[config.mk]
export PLATFORM = sky130hd
export DESIGN_NAME = serial_add_ctrl
export DESIGN_NICKNAME = d
export VERILOG_FILES = /design/src/rtl/serial_add_pkg.sv /design/src/rtl/serial_add_ctrl_fa_cell.sv /design/src/rtl/serial_add_ctrl.sv
export SDC_FILE = /design/constraint.sdc
export NUM_CORES = 1
export LEC_CHECK = 0
export BUFFER_PORTS_ARGS = -buffer_cell sky130_fd_sc_hd__buf_2
export CORE_ASPECT_RATIO = 1.25
export CORE_MARGIN = 4
export CORE_UTILIZATION = 47
export CTS_CLUSTER_DIAMETER = 50
export DETAILED_ROUTE_END_ITERATION = 8
export MAX_ROUTING_LAYER = met4
export PLACE_DENSITY = 0.71
export SYNTH_ARGS = -nofsm -noshare
export SYNTH_HDL_FRONTEND = slang
export SYNTH_HIERARCHICAL = 1
export SYNTH_SLANG_ARGS = --single-unit
[constraint.sdc]
create_clock -name clk -period 1.1 [get_ports clk]
set_input_delay 0.165 -clock clk [delete_from_list [all_inputs] [get_ports clk]]
set_output_delay 0.165 -clock clk [all_outputs]
set_load 0.05 [all_outputs]
[src/rtl/serial_add_pkg.sv]
// serial_add_pkg: shared FSM state encoding and default width for the
// bit-serial adder controller.
package serial_add_pkg;

  // Default operand/result width.
  localparam int SERIAL_ADD_WIDTH_DEFAULT = 8;

  // Controller states.
  typedef enum logic [1:0] {
    ST_IDLE = 2'd0,
    ST_RUN  = 2'd1,
    ST_DONE = 2'd2
  } state_e;

  // Half-adder sum bit; the carry is a plain AND at the call site.
  function automatic logic half_sum(input logic x, input logic y);
    return x ^ y;
  endfunction

endpackage

[src/rtl/serial_add_ctrl_fa_cell.sv]
// fa_cell: 1-bit full adder built from two half-add stages and an OR
// that merges the two partial carries.
module fa_cell
  import serial_add_pkg::*;
(
  input  logic x,
  input  logic y,
  input  logic cin,
  output logic s,
  output logic co
);

  logic ha1_s;
  logic ha1_c;
  logic ha2_c;

  // First stage adds the operand bits, second stage folds in the carry.
  assign ha1_s = half_sum(x, y);
  assign ha1_c = x & y;
  assign s     = half_sum(ha1_s, cin);
  assign ha2_c = ha1_s & cin;
  assign co    = ha1_c | ha2_c;

endmodule

[src/rtl/serial_add_ctrl.sv]
// serial_add_ctrl: adds two WIDTH-bit operands one bit per clock, LSB
// first, through a single fa_cell. Handshaked input (in_valid/in_ready)
// and output (out_valid/out_ready); result held until accepted and kept
// visible until the next accept.
// Optional feature macro SERIAL_ADD_SUB_EN adds a 'sub' input selecting
// a - b (b inverted, initial carry 1, cout = 1 means no borrow).
module serial_add_ctrl
  import serial_add_pkg::*;
#(
  parameter int WIDTH = SERIAL_ADD_WIDTH_DEFAULT
) (
  input  logic             clk,
  input  logic             rst,
  input  logic             in_valid,
  output logic             in_ready,
  input  logic [WIDTH-1:0] a,
  input  logic [WIDTH-1:0] b,
`ifdef SERIAL_ADD_SUB_EN
  input  logic             sub,
`endif
  output logic             out_valid,
  input  logic             out_ready,
  output logic [WIDTH-1:0] sum,
  output logic             cout,
  output logic             busy
);

  localparam int CNT_W = (WIDTH > 1) ? $clog2(WIDTH) : 1;
  localparam logic [CNT_W-1:0] CNT_LAST = CNT_W'(WIDTH - 1);

  state_e           state_q, state_d;
  logic [CNT_W-1:0] cnt_q, cnt_d;
  logic [WIDTH-1:0] a_sr_q, a_sr_d;
  logic [WIDTH-1:0] b_sr_q, b_sr_d;
  logic [WIDTH-1:0] sum_q, sum_d;
  logic             carry_q, carry_d;
  logic             cout_q, cout_d;

  logic [WIDTH-1:0] b_load_s;
  logic             carry_load_s;
  logic             fa_s;
  logic             fa_co;

`ifdef SERIAL_ADD_SUB_EN
  // Subtraction is a + ~b + 1: invert b at load and seed the carry.
  assign b_load_s     = sub ? ~b : b;
  assign carry_load_s = sub;
`else
  assign b_load_s     = b;
  assign carry_load_s = 1'b0;
`endif

  fa_cell u_fa (
    .x   (a_sr_q[0]),
    .y   (b_sr_q[0]),
    .cin (carry_q),
    .s   (fa_s),
    .co  (fa_co)
  );

  // State and datapath registers; reset aborts any operation in flight.
  always_ff @(posedge clk) begin
    if (rst) begin
      state_q <= ST_IDLE;
      cnt_q   <= {CNT_W{1'b0}};
      a_sr_q  <= {WIDTH{1'b0}};
      b_sr_q  <= {WIDTH{1'b0}};
      sum_q   <= {WIDTH{1'b0}};
      carry_q <= 1'b0;
      cout_q  <= 1'b0;
    end else begin
      state_q <= state_d;
      cnt_q   <= cnt_d;
      a_sr_q  <= a_sr_d;
      b_sr_q  <= b_sr_d;
      sum_q   <= sum_d;
      carry_q <= carry_d;
      cout_q  <= cout_d;
    end
  end

  // Next-state and datapath update: load on accept, one bit per RUN cycle.
  always_comb begin
    state_d = state_q;
    cnt_d   = cnt_q;
    a_sr_d  = a_sr_q;
    b_sr_d  = b_sr_q;
    sum_d   = sum_q;
    carry_d = carry_q;
    cout_d  = cout_q;
    case (state_q)
      ST_IDLE: begin
        if (in_valid) begin
          state_d = ST_RUN;
          cnt_d   = {CNT_W{1'b0}};
          a_sr_d  = a;
          b_sr_d  = b_load_s;
          sum_d   = {WIDTH{1'b0}};
          carry_d = carry_load_s;
          cout_d  = 1'b0;
        end else begin
          state_d = ST_IDLE;
        end
      end
      ST_RUN: begin
        sum_d   = {fa_s, sum_q[WIDTH-1:1]};
        carry_d = fa_co;
        a_sr_d  = {1'b0, a_sr_q[WIDTH-1:1]};
        b_sr_d  = {1'b0, b_sr_q[WIDTH-1:1]};
        cnt_d   = cnt_q + CNT_W'(1);
        if (cnt_q == CNT_LAST) begin
          state_d = ST_DONE;
          cout_d  = fa_co;
        end else begin
          state_d = ST_RUN;
        end
      end
      ST_DONE: begin
        if (out_ready) begin
          state_d = ST_IDLE;
        end else begin
          state_d = ST_DONE;
        end
      end
      default: begin
        state_d = ST_IDLE;
      end
    endcase
  end

  // Status flags decode directly from the state register.
  assign in_ready  = (state_q == ST_IDLE);
  assign out_valid = (state_q == ST_DONE);
  assign busy      = (state_q != ST_IDLE);
  assign sum       = sum_q;
  assign cout      = cout_q;

endmodule

# Word level (Yosys, flattened, before mapping)
# Cells that the tools add are included.
[classes]
n_reduce_logical = 5
add_sub_neg = 1
n_eq_ne = 5
mux = 16
bitwise = 5
[op_table]
columns = ["op", "count"]
rows = [
  ["$pmux 8 s2", 3],
  ["$mux 8", 3],
  ["$pmux 2 s3", 1],
  ["$pmux 3 s2", 1],
  ["$mux 2", 2],
  ["$ne 2x2->1 const B", 2],
  ["$pmux 1 s2", 2],
  ["$reduce_bool 2->1", 2],
  ["$add 3x1->3 const B", 1],
  ["$eq 3x3->1 const B", 1],
  ["$mux 1", 3],
  ["$mux 3", 1],
  ["$reduce_and 3->1", 1],
  ["$and 1x1->1", 2],
  ["$eq 2x1->1 const B", 1],
  ["$eq 2x2->1 const B", 1],
  ["$logic_not 2->1", 1],
  ["$reduce_and 2->1", 1],
  ["$xor 1x1->1", 2],
  ["$or 1x1->1", 1],
]
[totals]
regBits = 31
input_bits = 20

# Depth between registers and ports, before layout
[logic_depth]
word_depth = 5
depth_mapped = 5
ltp_nobuf = 5

# Hierarchy
# The synthesis kept the hierarchy.
[modules_own_cells]
columns = ["module", "instances", "cells_each", "area_each_um2"]
rows = [
  ["serial_add_ctrl", 1, 130, 1363.8],
  ["fa_cell", 1, 1, 20.0],
]

# Least setup slack after synthesis
# No wires, ideal clock.
[synth_timing]
path_type = "register -> output"
start = "register state_q[0]"
end = "output port busy"
t_required_ns = 0.935
path_slack_ns = -0.756
path_stages_with_launch = 4
n_path_buf = 1
arrival_ns = 1.691
path_cell_list = "dfxtp_1 > buf_6 > nor2_1 > inv_1"
[synth_between]
elab_chain_len = 1
[synth_rtl]
columns = ["item", "line", "source"]
rows = [
  ["start, declared", "serial_add_ctrl.sv:31", "state_e state_q, state_d;"],
  ["start signal, assigned", "serial_add_ctrl.sv:72", "state_q <= state_d;"],
  ["$reduce_bool 2->1", "serial_add_ctrl.sv:134", "assign busy = (state_q != ST_IDLE);"],
  ["end, declared", "serial_add_ctrl.sv:25", "output logic busy"],
]
# No other way between the ends.

# Worst setup path in the final report
# Ends and elaborated chain as after synthesis.

==> run summary <==
Die height - 68.7 um
Flip-flop and latch area - 642 sq um
Post-Syn Instances - 131
Syn Nets - 154
Largest net degree at the start of global routing - 29
Post-Syn Area - 0.00138 sq mm
Mux cell area share after synthesis - 0.108
Post-synthesis adder-cell area fraction - 0.0325
Diodes inserted - 0
Crit share post-route - 1.21
Synth warn - 6
Pins Over Slew Limit - 0
Vias - 1170
Die width - 56.5 um
Clock Tree Root - clkbuf_4
Die area - 0.00388 sq mm
WP data required - 940 ps
Max-slew headroom - 0.780
Inserted Clock Buffers - 5
Main combinational cell family by area after synthesis - compound AO/OA/AOI/OAI gates
Pre-CTS WS - -210 ps
Drt wl/cell - 16.5 um
Post-route ant nets - 0
TritonCTS clock tree - yes
Final setup violation count - 34
Fmax - 750 MHz
Post-synth ARST share - 0
Fin crit period - 1330 ps
Count of max-cap constraint violations - 0
Clk_skew - 7.16 ps
Internal - 1880 uW
Seq/Total Area, Yosys - 0.448
Total power divided by cell area - 1240 mW/mm^2
DRT Pass-1 Iters - 3
Hold Path Class - primary input to register
PortBufs - 31
DP Wirelength - 1.98 mm
Setup CP Type - register to primary output
Placed instance area - 0.00162 sq mm
Vias in the first global route - 1150
Design area - 0.00213 sq mm
GP Congestion - 0.719
Sw frac - 0.288
Fill cell count - 190
Clock buffer depth - 2
Wirelength, routed - 3.60 mm
Tot Pwr - 2630 uW
I/O pin count - 32
DRT iter0 DRCs - 16
Critical-path maximum fanout - 3
Core Region - 0.00276 sq mm
Layout cells sized above 1 - 0.703
FF+latch count, synth - 31
Starting density of the core - 0.502
Sink Count - 31
Worst-Skew Late Latency - 340 ps
Peak supply drop - 1.43 mV
Hold Fails Final Rpt - 0
Clk pin slew, worst setup/hold paths - 100 ps
Failing checks - setup timing
# rows - 21
Dominant synthesized flop cell - dfxtp_1
Syn-to-layout area delta - 54.1%
Slew at the pin with the worst max-slew slack - 330 ps
Crit path arrival time - 1170 ps
Status - finished with violations
Part of the power in combinational logic - 0.232
Via/cell ratio - 5.34
Clock Power Share - 0.297
DRC violations left - 0
Synth Area in XOR/XNOR - 0
Final #Nets - 207
Critical path startpoint category - register
Global-route wire length before repair - 5.13 mm
Worst setup margin - -234 ps
Syn_area_per_cell - 10.6 sq um
H-tree depth - 2
CP Capture Type - primary output
Unrepaired setup endpoints after global routing - yes
Simple-Gate Fraction of Synth Area - 0.122
Sequential share of power - 0.471
Synth cell types - 25
Multi-input gate area - 842 sq um
Remaining global-route overflow - 0
Initial antenna violation count - 0
NetSw - 759 uW
Synth Area in Compound Gates - 0.211
Post-synth EDFFs - 0
Leakage - 0.000855 uW
Total GRT Usage - 0.180
Post-layout util - 0.773
[placed cells by master (no fill, tap or decap)]
cell type / synthesis / final
fa_2: 0 / 1
o21ba_4: 0 / 1
nor2b_2: 0 / 1
a22oi_2: 0 / 12
nand4b_1: 1 / 1
a31oi_1: 1 / 1
buf_4: 0 / 11
buf_12: 1 / 4
clkbuf_16: 0 / 2
nand2_1: 2 / 2
nor2_1: 24 / 15
buf_2: 1 / 19
o21bai_4: 0 / 1
a21oi_1: 1 / 1
nor2_4: 0 / 4
dfxtp_4: 0 / 2
mux2i_2: 0 / 5
inv_1: 3 / 2
inv_2: 0 / 1
and2b_4: 0 / 2
clkbuf_1: 3 / 1
clkbuf_8: 0 / 2
ha_2: 0 / 1
nor3_1: 1 / 1
ha_1: 2 / 1
a32oi_1: 2 / 2
dfxtp_1: 31 / 18
nor2_2: 6 / 11
nor2b_4: 0 / 1
buf_6: 4 / 18
a211oi_2: 10 / 14
clkbuf_4: 0 / 5
mux2i_1: 15 / 10
dfxtp_2: 0 / 11
buf_8: 1 / 1
[power groups by stage]
stage	combinational [uW]	sequential, uW	clock (uW)
finish	611	1240	783
global route	659	1250	847
CTS	472	1230	792
detailed placement	420	1260	0
global placement	405	1250	0
floorplan	306	1250	0
[worst max-delay path: stages (launching register included)]
cell and delay [ps]:
dfxtp_4 380, buf_12 120, nor2_4 130, inv_2 50, buf_8 140
[cells in the mapped netlist, types with 2 or more instances]
| library cell | instances | area share |
|---|---|---|
| dfxtp_1 | 31 | 0.45 |
| nor2_1 | 24 | 0.065 |
| mux2i_1 | 15 | 0.11 |
| a22oi_1 | 12 | 0.065 |
| a211oi_2 | 10 | 0.090 |
| nor2_2 | 6 | 0.027 |
| a211oi_1 | 4 | 0.022 |
| buf_6 | 4 | 0.033 |
| clkbuf_1 | 3 | 0.0081 |
| inv_1 | 3 | 0.0081 |
| a32oi_1 | 2 | 0.013 |
| ha_1 | 2 | 0.018 |
| nand2_1 | 2 | 0.0054 |
| nor2b_1 | 2 | 0.0090 |
[final cells by class]
cell class,instances,share of cell area
multi-input combinational,88,0.395
clock buffer,8,0.0323
timing repair buffer,55,0.246
sequential,31,0.301
inverter,3,0.00528
tap,34,0.0200
[timing repair]
action / 4_1_cts / 5_1_grt
endpoints found under the setup margin: 41 / 41
hold buffers: 0 / 0
cloned: 0 / 4
gates resized for setup: 37 / 54
endpoints found under the hold margin: 0 / 0
pin swaps: 5 / 13
buffers inserted: 5 / 7
[through the flow]
stage                     std cells  setup TNS [ps]  hold slack [ps]
after floorplan                 131            -347              238
after global placement          196           -1050              435
after detailed placement        196           -2790              438
after CTS                       209           -2570             82.6
after global routing            219           -5320              134
final                           219           -3950              108
[worst paths after layout]
path / start / to / slack [ps] / cells after the start
hold reg to reg: b_sr_q[2] / b_sr_q[2] / 520 / 2
hold / removal: a[7] / a_sr_q[7] / 110 / 3
setup / recovery: state_q[0] / busy / -230 / 4
setup reg to reg: state_q[0] / a_sr_q[1] / -220 / 5
[layer usage]
layer / wire length (um) / share of wire / track usage
met3: 138 / 0.038 / 0.0652
met4: 61 / 0.017 / 0.0742
met2: 2070 / 0.58 / 0.328
met5: 0 / 0 / -
met1: 1330 / 0.37 / 0.174
[flip-flops by register name, summed over array words and instances, names as in the netlist]
register	count
a_sr_q	8
b_sr_q	8
carry_q	1
cnt_q	3
cout	1
state_q	2
sum	8
[kinds of logic (layout without fill, tap and decap cells)]
family,count (synthesis),in the layout
and+or+nand+nor,37,38
buffers and inverters,13,66
AOI/OAI and AO/OA,32,32
DFF,31,31
muxes,15,15
adders and majority gates,3,3
Note: power is estimated with default switching activity, not from simulation.
